**src/rtl/cmp_pkg.sv**
```systemverilog
// cmp_pkg: shared constants for the bit-serial magnitude comparator.
//   IDLE/RUN                 - FSM state encodings
//   RES_EQ/RES_GT/RES_LT     - internal result encodings
//   res_to_flags()           - result -> {gt, eq, lt} one-hot flags
//   CMP_WIDTH_DEF            - default operand width
package cmp_pkg;

  localparam int unsigned CMP_WIDTH_DEF = 8;

  localparam logic [0:0] IDLE = 1'b0;
  localparam logic [0:0] RUN  = 1'b1;

  localparam logic [1:0] RES_EQ = 2'd0;
  localparam logic [1:0] RES_GT = 2'd1;
  localparam logic [1:0] RES_LT = 2'd2;

  function automatic logic [2:0] res_to_flags(input logic [1:0] res);
    logic [2:0] flags;
    case (res)
      RES_GT:  flags = 3'b100;
      RES_LT:  flags = 3'b001;
      default: flags = 3'b010;
    endcase
    return flags;
  endfunction

endpackage

```
**src/rtl/cmp_bit_step.sv**
```systemverilog
// cmp_bit_step: one MSB-first comparison step (combinational).
//   a_bit, b_bit  - current operand bits
//   is_sign_bit   - this is the first (sign) bit examined
//   signed_mode   - operands are two's-complement
//   decided       - a difference was already found
//   prev_result   - result so far (RES_* encoding)
//   decided_next, result_next - updated decision state
module cmp_bit_step
  import cmp_pkg::*;
(
  input  logic       a_bit,
  input  logic       b_bit,
  input  logic       is_sign_bit,
  input  logic       signed_mode,
  input  logic       decided,
  input  logic [1:0] prev_result,
  output logic       decided_next,
  output logic [1:0] result_next
);

  always_comb begin
    decided_next = decided;
    result_next  = prev_result;
    if (!decided && (a_bit != b_bit)) begin
      decided_next = 1'b1;
      // A set sign bit means a negative value, so the sense flips there.
      if (a_bit ^ (is_sign_bit & signed_mode)) begin
        result_next = RES_GT;
      end else begin
        result_next = RES_LT;
      end
    end
  end

endmodule

```
**src/rtl/serial_mag_compare.sv**
```systemverilog
// serial_mag_compare: bit-serial MSB-first magnitude comparator.
//   clk, rst_n    - clock, asynchronous active-low reset
//   start         - request a compare (accepted when ready=1)
//   a_in, b_in    - operands, sampled on the accepting edge
//   ready         - idle, able to accept start
//   done          - one-cycle pulse, gt/eq/lt valid
//   gt, eq, lt    - registered one-hot result, held until next completion
// Parameters: WIDTH (>=1), SIGNED (1 = two's-complement operands).
// Build option: define SERIAL_CMP_EARLY_EXIT_EN to finish on the first
// differing bit instead of always taking WIDTH edges.
module serial_mag_compare
  import cmp_pkg::*;
#(
  parameter int unsigned WIDTH  = CMP_WIDTH_DEF,
  parameter bit          SIGNED = 1'b0
) (
  input  logic             clk,
  input  logic             rst_n,
  input  logic             start,
  input  logic [WIDTH-1:0] a_in,
  input  logic [WIDTH-1:0] b_in,
  output logic             ready,
  output logic             done,
  output logic             gt,
  output logic             eq,
  output logic             lt
);

  localparam int unsigned    CW       = (WIDTH > 1) ? $clog2(WIDTH) : 1;
  localparam logic [CW-1:0]  CNT_LAST = CW'(WIDTH - 1);

  logic [0:0]       r_state;
  logic [WIDTH-1:0] r_a;
  logic [WIDTH-1:0] r_b;
  logic [CW-1:0]    r_cnt;
  logic             r_decided;
  logic [1:0]       r_result;
  logic             r_done;
  logic             r_gt;
  logic             r_eq;
  logic             r_lt;

  logic             w_is_sign;
  logic             w_last;
  logic             w_finish;
  logic             w_decided_next;
  logic [1:0]       w_result_next;
  logic [2:0]       w_flags;

  // Counter still holds WIDTH-1 only on the first RUN edge (the sign bit).
  assign w_is_sign = (r_cnt == CNT_LAST);
  assign w_last    = (r_cnt == '0);

  cmp_bit_step u_step (
    .a_bit        (r_a[WIDTH-1]),
    .b_bit        (r_b[WIDTH-1]),
    .is_sign_bit  (w_is_sign),
    .signed_mode  (SIGNED),
    .decided      (r_decided),
    .prev_result  (r_result),
    .decided_next (w_decided_next),
    .result_next  (w_result_next)
  );

`ifdef SERIAL_CMP_EARLY_EXIT_EN
  assign w_finish = w_last | w_decided_next;
`else
  assign w_finish = w_last;
`endif

  assign w_flags = res_to_flags(w_result_next);

  always_ff @(posedge clk or negedge rst_n) begin
    if (!rst_n) begin
      r_state   <= IDLE;
      r_a       <= '0;
      r_b       <= '0;
      r_cnt     <= '0;
      r_decided <= 1'b0;
      r_result  <= RES_EQ;
      r_done    <= 1'b0;
      r_gt      <= 1'b0;
      r_eq      <= 1'b0;
      r_lt      <= 1'b0;
    end else begin
      r_done <= 1'b0;
      case (r_state)
        IDLE: begin
          if (start) begin
            r_a       <= a_in;
            r_b       <= b_in;
            r_cnt     <= CNT_LAST;
            r_decided <= 1'b0;
            r_result  <= RES_EQ;
            r_state   <= RUN;
          end
        end
        RUN: begin
          r_a       <= r_a << 1;
          r_b       <= r_b << 1;
          r_cnt     <= r_cnt - CW'(1);
          r_decided <= w_decided_next;
          r_result  <= w_result_next;
          if (w_finish) begin
            {r_gt, r_eq, r_lt} <= w_flags;
            r_done             <= 1'b1;
            r_state            <= IDLE;
          end
        end
        default: r_state <= IDLE;
      endcase
    end
  end

  assign ready = (r_state == IDLE);
  assign done  = r_done;
  assign gt    = r_gt;
  assign eq    = r_eq;
  assign lt    = r_lt;

endmodule
```
**config.mk**
```make
export PLATFORM = sky130hd
export DESIGN_NAME = serial_mag_compare
export DESIGN_NICKNAME = d
export VERILOG_FILES = /design/src/rtl/cmp_pkg.sv /design/src/rtl/cmp_bit_step.sv /design/src/rtl/serial_mag_compare.sv
export SDC_FILE = /design/constraint.sdc
export NUM_CORES = 1
export LEC_CHECK = 0
export BUFFER_PORTS_ARGS = -buffer_cell sky130_fd_sc_hd__buf_2
export CORE_MARGIN = 1.5
export CORE_UTILIZATION = 41
export DETAILED_ROUTE_END_ITERATION = 10
export PLACE_DENSITY = 0.69
export REMOVE_ABC_BUFFERS = 1
export SYNTH_ARGS = -nofsm -noshare
export SYNTH_HDL_FRONTEND = slang
export SYNTH_SLANG_ARGS = --single-unit
```
**constraint.sdc**
```tcl
create_clock -name clk -period 2.6 [get_ports clk]
set_input_delay 0.78 -clock clk [delete_from_list [all_inputs] [get_ports clk]]
set_output_delay 0.78 -clock clk [all_outputs]
set_load 0.005 [all_outputs]
```
# Yosys cells after proc, flatten, opt, wreduce, memory -nomap -nowiden
# Index checks and enable logic that the tools add are counted.
totals:
  ff_bits: 27
  latchBits: 0
  mem_bits_rw: 0
  romBits: 0
  input_bits: 19
  output_inout_bits: 5
  wordCells: 41
  n_memories: 0
op_classes:
  addsub: 1
  mul: 0
  div_mod_pow: 0
  magnitude_cmp: 0
  eq_ne: 5
  shifts: 0
  n_mux: 19
  bitwise: 1
  n_reduce_logical: 5
op_table:
  columns: ["op", "n"]
  rows:
  - ["8-bit one-hot mux with 2 select lines", 2]
  - ["8-bit two-way mux", 2]
  - ["3-bit one-hot mux with 2 select lines", 2]
  - ["1-bit two-way mux", 6]
  - ["2-bit two-way mux", 3]
  - ["1-bit one-hot mux with 2 select lines", 2]
  - ["2-bit one-hot mux with 2 select lines", 1]
  - ["2-bit AND reduction", 2]
  - ["3-bit zero test", 1]
  - ["3-bit two-way mux", 1]
  - ["3-bit by 1-bit subtractor with 3-bit output (second input constant)", 1]
  - ["2-bit by 1-bit == test with 1-bit output (second input constant)", 1]
  - ["2-bit == test (second input constant)", 1]
  - ["2-bit by 1-bit != test with 1-bit output (second input constant)", 1]
  - ["2-bit != test (second input constant)", 1]
  - ["1-bit logical AND", 1]
  - ["1-bit zero test", 1]
  - ["1-bit != test", 1]
  - ["1-bit inverter", 1]

# Longest topological paths before layout
logic_depth:
  depth_word: 5
  mapped_depth: 5
  ltp_nobuf: 5

# Modules after synthesis
# From an unflattened synthesis, not the netlist that was laid out.
unflattened:
  cells_unflattened: 123
  area_unflattened_um2: 1311.3
modules_own_cells:
  columns: ["module", "n_inst", "cells_each", "area_per_inst_um2", "seq_area_each_um2"]
  rows:
  - ["serial_mag_compare", 1, 108, 1224.9, 675.6]
  - ["cmp_bit_step", 1, 15, 86.3, 0.0]

# Worst setup path before layout
# OpenSTA, ideal clock, no wires.
synth_path:
  kind: "reg2reg"
  start: "reg r_decided"
  end: "reg r_eq (netlist: eq)"
  setup_time_ps: 128
  arrival_time_ps: 1359
  required_time_ps: 2472
  setup_slack_ps: 1113
  path_stages_with_launch: 6
  n_path_buf: 0
  synth_period_minus_slack_ps: 1487
  cell_sequence: "dfrtp_1 nand2b_1 a22oi_2 inv_1 ha_1 mux2_1"
synth_via:
  elab_chain_cells: 5
  elab_cells_between_ends: 6
  cone_classes: "2 x eq/ne; 2 x mux; 2 x reduce/logical"
synth_lines:
  columns: ["item", "line", "source"]
  rows:
  - ["start: declaration", "serial_mag_compare.sv:36", "logic r_decided;"]
  - ["start signal: assignment", "serial_mag_compare.sv:102", "r_decided <= w_decided_next;"]
  - ["1-bit zero test *", "cmp_bit_step.sv:24", "if (!decided && (a_bit != b_bit)) begin"]
  - ["1-bit logical AND *", "cmp_bit_step.sv:24", null]
  - ["2-bit two-way mux *", "cmp_bit_step.sv:24", null]
  - ["2-bit == test or 2-bit by 1-bit == test with 1-bit output (tied branches)", "cmp_pkg.sv:19", "case (res)"]
  - ["3-bit one-hot mux with 2 select lines *", "cmp_pkg.sv:19", null]
  - ["named net w_flags[1]", "serial_mag_compare.sv:48", "logic [2:0] w_flags;"]
  - ["end signal: assignment", "serial_mag_compare.sv:105", "{r_gt, r_eq, r_lt} <= w_flags;"]
  - ["end: declaration", "serial_mag_compare.sv:40", "logic r_eq;"]
# The timed path passes the listed nets; every way through them passes the cells marked *.
# A chain may end at the register's enable or synchronous reset.

# Final worst setup path
layout_path:
  start: "reg r_state"
  end: "out ready"
layout_via:
  elab_chain_cells: 1
layout_lines:
  columns: ["item", "line", "source"]
  rows:
  - ["start: declaration", "serial_mag_compare.sv:32", "logic [0:0] r_state;"]
  - ["start signal: assignment", "serial_mag_compare.sv:75", "r_state <= IDLE;"]
  - ["start signal: assignment", "serial_mag_compare.sv:95", "r_state <= RUN;"]
  - ["start signal: assignment", "serial_mag_compare.sv:107", "r_state <= IDLE;"]
  - ["1-bit inverter", null, null]
  - ["end: declaration", "serial_mag_compare.sv:22", "output logic ready,"]
# Every way passes these cells.

==> reports/summary.txt <==
first-pass GRT wire length = 3919 µm
Sw Ratio = 0.3678
CTS clk-pin slew, worst paths = 140 ps
CTS Hold Bufs = 0
setup bufs post-CTS = 0
dpl cell area = 1393 µm²
Flop pwr share = 0.499
initial antenna violation count = 0
Final GP Congestion = 0.7890
IO Count = 24
R2R depth = 5
Yosys reg bits = 27
Setup CP Type = register to output port
Final HPWL DP = 1534 µm
number of diodes = 0
fin nets = 162
Crit path required time = 1820 ps
Syn Inst Count = 116
Final Max Slew Viols = 0
Tightest Pin Transition = 594.5 ps
die area = 3453 µm²
Seq/Total Area, Yosys = 0.5299
Post-synth top flop = dfrtp_1
min Tclk post-route = 1743 ps
clock share of power = 0.126
drt total wl = 2155 µm
deepest clock path buffer count = 2
# fillers = 300
Die X = 58.77 µm
Worst-Skew Late Latency = 320 ps
CP Launch Type = register
Int Power = 887.8 µW
P_leak = 0.7219 nW
Post-Route Skew = 8.065 ps
r2r setup slk = 1010 ps
Residual DRC = 0
worst hold path type = primary input to async pin
# port buffers = 23
final hold vios = 0
crit-path max FO = 4
fin area = 1419 µm²
largest net degree at the start of global routing = 40
top cell type's share of synthesized area = 0.5299
number of gates resized after cts = 0
CTS H-tree lvls = 1
setup_tns = 0 ps
# rows = 20
Combinational Power Share = 0.376
EDFF count, synth = 0
crit path DAT = 960 ps
final worst-path cycle share = 0.6705
vias in the first global route = 943
run status = complete, no violations
asr flop ratio synth = 1.000
CP endpoint kind = output port
DR iter-0 viols = 19
post-route ant nets = 0
area grow syn2layout = 11.29%
total CTS buffers = 3
Fmax = 573.6 MHz
Synth area leader = dfrtp_1
unrepaired setup endpoints after global routing = false
sw power = 516.5 µW
worst vdd ir = 0.3062 mV
top post-synthesis cells by count = dfrtp_1, mux2i_1, nand2_1, o21ai_0
final number of setup-violating endpoints = 0
Vert. Die Dim = 58.77 µm
Via-to-Cell Ratio = 5.175
Mapped Area = 1275 µm²
Root Driver = clkbuf_4
CTS sink cnt = 27
power per cell area = 989.7 nW/µm²
Initial Utilization = 0.4246
overflow left after global routing = 0
top cells by area, synth = dfrtp_1, mux2i_1, o21ai_0
unique cell type count in the Yosys netlist = 26
Max Cap Violations = 0
share of layout cells above drive strength 1 = 0.2101
Core Region = 3003 µm²
syn_area_per_cell = 10.99 µm²
CTS tree = done
drt pass-1 iters = 4
drt wl/cell = 12.60 µm
gr usage total = 0.1463
via count = 885
Worst slew margin = 0.6036
most frequent cell after synthesis = dfrtp_1
Synth warnings = 0
-- layout by cell type, fill, tap and decap left out --
master / count
mux2i_1: 16
xor2_1: 1
a22oi_1: 1
clkbuf_1: 1
o21bai_1: 1
o31ai_1: 1
o21ai_1: 1
buf_4: 1
a21oi_1: 5
clkbuf_4: 3
nand2_1: 16
o21a_1: 1
a21o_1: 1
ha_1: 4
o21ai_0: 16
nor3_1: 2
nor2_1: 4
a22oi_2: 1
dfrtp_1: 27
nand2b_1: 1
xnor2_1: 1
inv_1: 5
buf_2: 23
nor2_4: 1
mux2_1: 3
o211a_1: 1
-- cells by family (layout without fill, tap and decap cells) --
group	after synthesis	count (layout)	synth area share
and+or+nand+nor	24	24	0.08047
adders and majority gates	4	4	0.03926
AOI/OAI and AO/OA	29	29	0.1335
DFF	27	27	0.5299
xor gates and xnor gates	2	2	0.01374
buffers and inverters	11	33	0.05102
muxes	19	19	0.1521
-- per-layer routing --
layer | vias up | GRT usage | wire, µm
met3 | 2 | 0.02637 | 97
met4 | 0 | 0.05195 | 10
met2 | 22 | 0.2381 | 995
met5 | - | 0 | 0
met1 | 419 | 0.1960 | 1050
li1 | 442 | - | -
-- area by class of cell --
cell class / count / area (µm²) / area share
Sequential cell: 27 / 675.6 / 0.4762
Multi-Input combinational cell: 78 / 534.3 / 0.3765
Timing Repair Buffer: 24 / 122.6 / 0.08642
Inverter: 5 / 18.77 / 0.01323
Tap cell: 33 / 41.29 / 0.02910
Clock buffer: 4 / 26.28 / 0.01852
-- flip-flops by register name, summed over array words and instances, names as in the netlist, 2 cells and up --
register,count
r_a,8
r_cnt,3
r_result,2
r_b,8
-- critical path, stage by stage, from the launching register on --
cell and delay [ps]:
dfrtp_1 400, inv_1 120, buf_2 130
-- per-stage QoR --
step	worst slack [ps]	hold WS, ps	utilization	power (mW)	cells
global placement	867.6	461.9	0.4638	1.214	167
CTS	843.8	455.4	0.4725	1.431	171
floorplan	808.4	447.1	-	1.067	110
detailed placement	820.9	474.4	0.4638	1.252	167
global route	805.5	470.1	0.4725	1.550	171
finish	856.7	443.1	0.4725	1.404	171
-- path summary, 6_finish.rpt --
kind,end,start
worst min register to register,r_cnt[0]$_DFFE_PN0P_,r_cnt[0]$_DFFE_PN0P_
max in group asynchronous,r_state$_DFF_PN0_,rst_n
worst max-delay path,ready,r_state$_DFF_PN0_
worst max register to register,eq$_DFFE_PN0P_,r_decided$_DFFE_PN0P_
worst min-delay path,lt$_DFFE_PN0P_,rst_n
min in group clk,r_cnt[0]$_DFFE_PN0P_,r_cnt[0]$_DFFE_PN0P_
-- power by group through the flow --
stage | registers (mW) | clock network [mW] | logic [mW]
after floorplan | 0.737 | 0 | 0.330
after global placement | 0.700 | 0 | 0.514
after detailed placement | 0.709 | 0 | 0.542
after CTS | 0.701 | 0.186 | 0.544
after global routing | 0.723 | 0.198 | 0.629
final | 0.700 | 0.176 | 0.528
No activity file was read; power rests on OpenSTA's default activity.
